==> src/rtl/cpu8_pkg.sv <==
// -----------------------------------------------------------------------------
// cpu8_pkg
//   Shared types and constants for the 8-bit CPU fetch/sequencer slice.
//   - state_t      : sequencer states (IDLE, FETCH, EXEC, HALTED)
//   - PC_W / IR_W  : program counter and instruction register widths
//   - PAGE_W       : width of the page (upper) and offset (lower) PC halves
//   - RESET_PC_DEFAULT : default PC value loaded on reset
// -----------------------------------------------------------------------------
package cpu8_pkg;

  localparam int PC_W   = 16;
  localparam int IR_W   = 16;
  localparam int PAGE_W = 8;

  localparam logic [PC_W-1:0] RESET_PC_DEFAULT = 16'h0000;

  typedef enum logic [1:0] {
    ST_IDLE   = 2'd0,
    ST_FETCH  = 2'd1,
    ST_EXEC   = 2'd2,
    ST_HALTED = 2'd3
  } state_t;

endpackage

==> src/rtl/ret_stack.sv <==
// -----------------------------------------------------------------------------
// ret_stack
//   Small LIFO of return addresses for CALL/RET. Built only when the
//   CPU8_CALL_STACK_EN macro is defined at the top level.
//   Ports:
//     i_clk, i_rst : clock, synchronous active-high reset (empties the stack)
//     i_push, i_din: write i_din on top (ignored when full)
//     i_pop        : discard the top entry (ignored when empty)
//     o_dout       : current top entry (meaningful only when !o_empty)
//     o_full       : DEPTH entries held
//     o_empty      : no entries held
// -----------------------------------------------------------------------------
module ret_stack #(
  parameter int DEPTH = 4,
  parameter int W     = 16
) (
  input  logic         i_clk,
  input  logic         i_rst,
  input  logic         i_push,
  input  logic         i_pop,
  input  logic [W-1:0] i_din,
  output logic [W-1:0] o_dout,
  output logic         o_full,
  output logic         o_empty
);

  localparam int PTR_W = (DEPTH > 1) ? $clog2(DEPTH) : 1;
  localparam int CNT_W = $clog2(DEPTH + 1);

  logic [W-1:0]     r_mem [DEPTH];
  logic [CNT_W-1:0] r_cnt;
  logic [CNT_W-1:0] w_top;

  // Index of the top entry; only used while the stack is non-empty.
  always_comb begin
    w_top = r_cnt - CNT_W'(1);
  end

  assign o_dout  = r_mem[w_top[PTR_W-1:0]];
  assign o_full  = (r_cnt == CNT_W'(DEPTH));
  assign o_empty = (r_cnt == CNT_W'(0));

  // Entry count; push and pop are never asserted together by the sequencer.
  always_ff @(posedge i_clk) begin
    if (i_rst) begin
      r_cnt <= CNT_W'(0);
    end else if (i_push && !o_full) begin
      r_cnt <= r_cnt + CNT_W'(1);
    end else if (i_pop && !o_empty) begin
      r_cnt <= r_cnt - CNT_W'(1);
    end else begin
      r_cnt <= r_cnt;
    end
  end

  // Storage is not reset: contents above the count are never read.
  always_ff @(posedge i_clk) begin
    if (i_push && !o_full) begin
      r_mem[r_cnt[PTR_W-1:0]] <= i_din;
    end
  end

endmodule

==> src/rtl/pc_seq.sv <==
// -----------------------------------------------------------------------------
// pc_seq
//   Program counter and fetch sequencer for the 8-bit CPU.
//   IDLE -> FETCH (req/ack to instruction memory) -> EXEC (wait EXEC_DONE)
//   -> FETCH / IDLE / HALTED. The next PC is formed at EXEC_DONE from the
//   jump decoder results. PC = {page[7:0], offset[7:0]}.
//   Optional feature macro: CPU8_CALL_STACK_EN (adds CALL/RET/STK_ERR and a
//   STACK_DEPTH-entry return stack).
//   Ports:
//     CLK, RST        : clock, synchronous active-high reset
//     RUN             : sequencer advances while high (checked in IDLE, EXEC_DONE)
//     IADDR/IREQ      : fetch address (= PC) and request
//     IACK/IDATA      : fetch acknowledge and same-cycle instruction word
//     PRG/IR_VALID    : instruction register and its live flag (EXEC)
//     JUMP/PAGE/PAGE0/TGT/PGSRC : decoder results for the next PC
//     EXEC_DONE       : datapath finished the current instruction
//     HALT_REQ        : stop after the current instruction
//     PC, HALTED      : program counter, halted flag
//     CALL, RET, STK_ERR (CPU8_CALL_STACK_EN only)
// -----------------------------------------------------------------------------
module pc_seq
  import cpu8_pkg::*;
#(
  parameter logic [PC_W-1:0] RESET_PC    = RESET_PC_DEFAULT,
  parameter int              STACK_DEPTH = 4
) (
  input  logic              CLK,
  input  logic              RST,
  input  logic              RUN,
  output logic [PC_W-1:0]   IADDR,
  output logic              IREQ,
  input  logic              IACK,
  input  logic [IR_W-1:0]   IDATA,
  output logic [IR_W-1:0]   PRG,
  output logic              IR_VALID,
  input  logic              JUMP,
  input  logic              PAGE,
  input  logic              PAGE0,
  input  logic [PAGE_W-1:0] TGT,
  input  logic [PAGE_W-1:0] PGSRC,
  input  logic              EXEC_DONE,
  input  logic              HALT_REQ,
  output logic [PC_W-1:0]   PC,
  output logic              HALTED
`ifdef CPU8_CALL_STACK_EN
  ,
  input  logic              CALL,
  input  logic              RET,
  output logic              STK_ERR
`endif
);

  state_t            r_state;
  state_t            w_state_nx;
  logic [PC_W-1:0]   r_pc;
  logic [PC_W-1:0]   w_pc_nx;
  logic [PC_W-1:0]   w_pc_inc;
  logic [PC_W-1:0]   w_pc_jmp;
  logic [PC_W-1:0]   w_pc_sel;
  logic [IR_W-1:0]   r_prg;
  logic              r_ireq;
  logic              r_ir_valid;
  logic              r_halted;
  logic              w_load_ir;
  logic              w_exec_done;

  assign w_exec_done = (r_state == ST_EXEC) && EXEC_DONE;

  // Plain next-PC: sequential increment (16-bit wrap) or decoder jump.
  always_comb begin
    w_pc_inc = r_pc + 16'd1;
    if (JUMP) begin
      if (PAGE) begin
        w_pc_jmp = {(PAGE0 ? 8'h00 : PGSRC), TGT};
      end else begin
        w_pc_jmp = {r_pc[PC_W-1:PAGE_W], TGT};
      end
    end else begin
      w_pc_jmp = w_pc_inc;
    end
  end

`ifdef CPU8_CALL_STACK_EN
  logic            w_push;
  logic            w_pop;
  logic            w_err_set;
  logic            w_stk_full;
  logic            w_stk_empty;
  logic [PC_W-1:0] w_stk_top;
  logic            r_stk_err;

  // Call/return overrides: RET wins over CALL and ignores JUMP; an empty pop
  // falls back to PC+1, a full push still takes the jump.
  always_comb begin
    w_push    = 1'b0;
    w_pop     = 1'b0;
    w_err_set = 1'b0;
    w_pc_sel  = w_pc_jmp;
    if (RET) begin
      if (w_stk_empty) begin
        w_pc_sel  = w_pc_inc;
        w_err_set = 1'b1;
      end else begin
        w_pc_sel = w_stk_top;
        w_pop    = 1'b1;
      end
    end else if (CALL && JUMP) begin
      if (w_stk_full) begin
        w_err_set = 1'b1;
      end else begin
        w_push = 1'b1;
      end
    end else begin
      w_pc_sel = w_pc_jmp;
    end
  end

  ret_stack #(
    .DEPTH (STACK_DEPTH),
    .W     (PC_W)
  ) u_ret_stack (
    .i_clk   (CLK),
    .i_rst   (RST),
    .i_push  (w_push && w_exec_done),
    .i_pop   (w_pop && w_exec_done),
    .i_din   (w_pc_inc),
    .o_dout  (w_stk_top),
    .o_full  (w_stk_full),
    .o_empty (w_stk_empty)
  );

  // Sticky stack error flag.
  always_ff @(posedge CLK) begin
    if (RST) begin
      r_stk_err <= 1'b0;
    end else if (w_exec_done && w_err_set) begin
      r_stk_err <= 1'b1;
    end else begin
      r_stk_err <= r_stk_err;
    end
  end

  assign STK_ERR = r_stk_err;
`else
  // Without the call stack the decoder jump result is final.
  always_comb begin
    w_pc_sel = w_pc_jmp;
  end
`endif

  // Next-state / PC-update decode.
  always_comb begin
    w_state_nx = r_state;
    w_pc_nx    = r_pc;
    w_load_ir  = 1'b0;
    case (r_state)
      ST_IDLE: begin
        if (RUN) begin
          w_state_nx = ST_FETCH;
        end else begin
          w_state_nx = ST_IDLE;
        end
      end
      ST_FETCH: begin
        // Request is held until acknowledged; RUN is not consulted here.
        if (IACK) begin
          w_load_ir  = 1'b1;
          w_state_nx = ST_EXEC;
        end else begin
          w_state_nx = ST_FETCH;
        end
      end
      ST_EXEC: begin
        if (EXEC_DONE) begin
          // PC advances even when halting.
          w_pc_nx = w_pc_sel;
          if (HALT_REQ) begin
            w_state_nx = ST_HALTED;
          end else if (!RUN) begin
            w_state_nx = ST_IDLE;
          end else begin
            w_state_nx = ST_FETCH;
          end
        end else begin
          w_state_nx = ST_EXEC;
        end
      end
      ST_HALTED: begin
        w_state_nx = ST_HALTED;
      end
      default: begin
        w_state_nx = ST_IDLE;
      end
    endcase
  end

  // State, PC, instruction register and registered status outputs.
  always_ff @(posedge CLK) begin
    if (RST) begin
      r_state    <= ST_IDLE;
      r_pc       <= RESET_PC;
      r_prg      <= 16'h0000;
      r_ireq     <= 1'b0;
      r_ir_valid <= 1'b0;
      r_halted   <= 1'b0;
    end else begin
      r_state    <= w_state_nx;
      r_pc       <= w_pc_nx;
      r_prg      <= w_load_ir ? IDATA : r_prg;
      r_ireq     <= (w_state_nx == ST_FETCH);
      r_ir_valid <= (w_state_nx == ST_EXEC);
      r_halted   <= (w_state_nx == ST_HALTED);
    end
  end

  assign IADDR    = r_pc;
  assign PC       = r_pc;
  assign PRG      = r_prg;
  assign IREQ     = r_ireq;
  assign IR_VALID = r_ir_valid;
  assign HALTED   = r_halted;

endmodule

==> config.mk <==
export PLATFORM = sky130hd
export DESIGN_NAME = pc_seq
export DESIGN_NICKNAME = d
export VERILOG_FILES = /design/src/rtl/cpu8_pkg.sv /design/src/rtl/ret_stack.sv /design/src/rtl/pc_seq.sv
export SDC_FILE = /design/constraint.sdc
export NUM_CORES = 1
export LEC_CHECK = 0
export CAP_MARGIN = 20
export CORE_MARGIN = 2
export CORE_UTILIZATION = 44
export DETAILED_ROUTE_END_ITERATION = 8
export PLACE_DENSITY = 0.89
export SYNTH_ARGS = -nofsm -noshare
export SYNTH_HDL_FRONTEND = slang
export SYNTH_HIERARCHICAL = 1
export SYNTH_SLANG_ARGS = --single-unit
==> constraint.sdc <==
create_clock -name CLK -period 3.06 [get_ports CLK]
set_input_delay 0.765 -clock CLK [delete_from_list [all_inputs] [get_ports CLK]]
set_output_delay 0.765 -clock CLK [all_outputs]
set_load 0.005 [all_outputs]
After elaboration in Yosys (flattened, before gate mapping)
Cells that the tools add are included.
Widths: inputs -> output; s select.
{"block": "totals", "reg_bits": 37, "elab_cells": 28, "input_bits": 41, "output_inout_bits": 51}
{"block": "classes", "add_sub_neg": 1, "muxes": 10, "reduce_logical": 3, "n_eq_ne": 7}
{"cell": "$mux 16", "n": 2}
{"cell": "$add 16x1->16 const B", "n": 1}
{"cell": "$eq 2x2->1 const B", "n": 4}
{"cell": "$mux 8", "n": 1}
{"cell": "$pmux 2 s4", "n": 1}
{"cell": "$mux 2", "n": 3}
{"cell": "$eq 2x1->1 const B", "n": 2}
{"cell": "$mux 1", "n": 3}
{"cell": "$reduce_and 3->1", "n": 1}
{"cell": "$logic_not 2->1", "n": 1}
{"cell": "$ne 2x1->1 const B", "n": 1}
{"cell": "$reduce_and 2->1", "n": 1}

Depth between registers and ports, before layout
{"block": "depth", "ltp_word": 5, "ltp_mapped": 6, "ltp_nobuf": 5}

Worst setup path after synthesis
No wires, ideal clock.
{"block": "synth_timing", "path_type": "input port to flip-flop", "from": "in EXEC_DONE", "to": "reg r_pc[11], in the netlist IADDR[11]", "setup_slack_ps": 1439, "t_arrival_ps": 1547, "setup_time_ps": 74, "n_path_buf": 0, "path_stages": 4, "required_time_ps": 2986, "cell_sequence": "nand3b_4 -> or3_1 -> mux2_2 -> a31oi_2"}
{"block": "synth_between", "elab_chain_cells": 1}
{"element": "from (decl)", "line_no": "pc_seq.sv:41", "text": "input logic EXEC_DONE,"}
{"element": "$reduce_and 3->1 (no line)"}
{"element": "to (signal assigned)", "line_no": "pc_seq.sv:208", "text": "r_pc <= w_pc_nx;"}
{"element": "to (decl)", "line_no": "pc_seq.sv:55", "text": "logic [PC_W-1:0] r_pc;"}
Every way passes these cells.
A chain may end at the register's enable or synchronous reset.

Worst setup path in the final report
{"block": "layout_timing", "from": "in JUMP", "to": "reg r_pc[10], in the netlist IADDR[10]"}
{"block": "layout_between", "elab_chain_cells": 2, "word_cells_on_any_way": 3, "classes_between": "eq/ne (1); mux (1); reduce/logical (1)"}
{"element": "from (decl)", "line_no": "pc_seq.sv:36", "text": "input logic JUMP,"}
{"element": "$ne 2x1->1 (no line)"}
{"element": "$reduce_and 3->1 (no line)"}
Several ways; a longest one is shown, not always the timed one.

==> summary.txt <==
Status
  – Status: completed

Power
  – Total power: 0.001126 W
  – Static Leak: 0.9767 nW
  – Maximum VDD drop: 296.0 uV
  – Reg power frac: 45.4%
  – Clock Power Share: 39.9%
  – Pwr Density: 388.6 nW/um^2
  – Switching Fraction: 23.53%
  – Combinational share of power: 14.7%
  – Internal cell power: 0.0008612 W
  – Switching power total: 0.0002650 W

Placement
  – Post-DP HPWL: 3810 um
  – Port bufs: 91
  – Routability Congestion: 0.9212

Floorplan
  – Row Count: 24
  – Core area: 4324 um^2
  – Die width: 70.63 um
  – Starting Density: 45.17%
  – Ports: 92
  – Die Area: 4988 um^2
  – Die Ht: 70.63 um

Critical path
  – RR Startpoint: IADDR[0]
  – Worst r2r path cells: 5
  – Setup slack, reg-to-reg: 1.25 ns
  – Data arrival, critical path: 2.46 ns
  – Critical Path Start: JUMP
  – CP Launch Type: input port
  – RR Endpoint: IADDR[14]
  – Crit end category: flip-flop
  – CP required: 3.27 ns
  – WS Path Type: input port to flip-flop
  – Maximum fanout along the worst path: 23

CTS
  – H-tree depth: 2
  – CTS Root Cell: clkbuf_8
  – CTS tree: built
  – Max clock buf depth: 2
  – Worst skew pair latency: 0.29 ns
  – CTS Buf Count: 5
  – Post-CTS Setup Bufs: 0
  – Post_cts resized: 0
  – Clk sinks: 37
  – Reg clk slew, reported paths: 0.08 ns
  – CTS Hold Bufs: 0

Yosys
  – Distinct cells, synth: 54
  – FF+latch count, synth: 37
  – Synth Warn #: 6
  – Async SR Flop Fraction: 0%
  – Cells after Synth: 244
  – Seq/Total Area, Yosys: 37.92%
  – Synth Area per Inst: 8.005 um^2
  – Prevailing post-synth register cell: dfxtp_1
  – EDFF count, synth: 0
  – Top cell type's share of synthesized area: 37.92%
  – Yosys top cell by area: dfxtp_1
  – Post-synth net total: 286
  – Mapped Area: 1953 um^2
  – Largest cells by area after synthesis: dfxtp_1 38%, nand2_1 8.8%, a21oi_1 6.4%

Cells and area
  – Most common cell after layout, fill and taps aside: clkdlybuf4s50_1
  – Antenna diode count: 0
  – Area added between synthesis and finish: 48.37%
  – Layout Utilization: 67.01%
  – Nets@finish: 360
  – Fillers: 368
  – Footprint of the multi-input gates: 1008 um^2
  – Share of cells above drive strength 1: 7.524%
  – Register area: 740.7 um^2
  – Most frequent cells in the layout: 91 x clkdlybuf4s50_1, 46 x nand2_1, 37 x dfxtp_1, 25 x a21oi_1

STA
  – Worst clock skew: 0.007434 ns
  – Pins Over Slew Limit: 0
  – Sum Neg Setup Slack: 0 ns
  – Maximum clock rate: 0.4431 GHz
  – Worst-Margin Slew: 0.6172 ns
  – Final period util: 73.75%
  – Relative slew slack: 58.77%
  – Unrepaired setup endpoints after global routing: false
  – Post-layout min period: 2.257 ns
  – Final setup fails: 0
  – Final hold vios: 0

GRT
  – Total track usage: 22.00%
  – First-pass GRT wire length: 8935 um
  – GR Overflow Total: 0
  – Initial antenna violation count: 0
  – Largest net degree at the start of global routing: 25
  – Vias in the first global route: 1,885

Hold path
  – HP Start: PRG[11]
  – Hold WC Path Type: flip-flop to flip-flop
  – Hold depth: 2
  – Hold Path End: PRG[11]

Routing
  – Vias per inst: 5.631
  – DRC violations left: 0
  – Drt first-iter violations: 204
  – Final antenna-violating net count: 0
  – Total Wirelength: 5331 um
  – Drt pass-1 iters: 4
  – Total number of vias: 2,089
  – Drt wl/cell: 14.37 um

Flow run
  – Maxcap violations: 0
worst max path at each step:
stage / slack (ns) / cells past startpoint / to
after floorplan: 1.44 / 4 / IADDR[11]
after global placement: 0.63 / 6 / IADDR[10]
after detailed placement: 0.56 / 6 / IADDR[10]
after CTS: 0.86 / 6 / IADDR[10]
after global routing: 0.61 / 6 / IADDR[10]
final: 0.80 / 6 / IADDR[10]
final cells by class:
type | instances | area share, %
clock buffer | 6 | 2.850
clock inverter | 2 | 1.295
inverter | 6 | 0.7772
multi-input combinational | 173 | 34.80
sequential | 37 | 25.56
tap | 52 | 2.245
timing repair buffer | 95 | 32.47
through the flow:
step	setup WS, ns	std cells	cell area, um^2	hold WS (ns)
after detailed placement	0.5556	363	2778	0.4469
after floorplan	1.439	244	1953	0.4527
after global routing	0.6066	371	2898	0.4756
after global placement	0.6281	363	2778	0.4414
final	0.8032	371	2898	0.4567
after CTS	0.8561	371	2898	0.4580
layer usage:
metal  global-route usage [%]  up-vias  share of wire, %
met5                        0        -                 0
met4                    8.176        0               1.9
met3                    5.413       12               7.1
met2                    34.49       92                49
met1                    29.59      972                42
li1                         -     1013                 -
sequential cells by signal (all words and copies together), names as in the netlist:
| name | count |
|---|---|
| IR_VALID | 1 |
| PRG | 16 |
| HALTED | 1 |
| IREQ | 1 |
| r_state | 2 |
| IADDR | 16 |
power by group through the flow:
stage / clock [W] / combinational, W / sequential [W]
2_1_floorplan: 0 / 0.0000715 / 0.000520
3_5_place_dp: 0 / 0.000164 / 0.000522
6_report: 0.000449 / 0.000166 / 0.000511
4_1_cts: 0.000455 / 0.000166 / 0.000511
3_3_place_gp: 0 / 0.000162 / 0.000521
5_1_grt: 0.000479 / 0.000181 / 0.000514
synthesized netlist by cell type (5+ instances only):
cell type and n:
nand3_1 9, o21ai_0 9, inv_1 6, nor4_1 5, nor3_1 6, dfxtp_1 37
a21oi_1 25, nor2_1 9, nand2_1 46, buf_4 16, buf_2 7
logic make-up (layout without fill, tap and decap cells):
group / Yosys count / in the layout / share of synthesized area (%)
mux: 4 / 4 / 2.114
buf+inv: 34 / 109 / 10.44
fa+ha+maj: 1 / 1 / 0.6405
compound gates: 69 / 69 / 22.87
simple gates: 99 / 99 / 26.01
flops: 37 / 37 / 37.92
critical path: stages:
cell and delay [ns]:
clkdlybuf4s50_1 0.49, buf_4 0.27, inv_1 0.19, o21ai_1 0.37, a221oi_1 0.09, nor4_1 0.28
No activity file was read; power rests on OpenSTA's default activity.
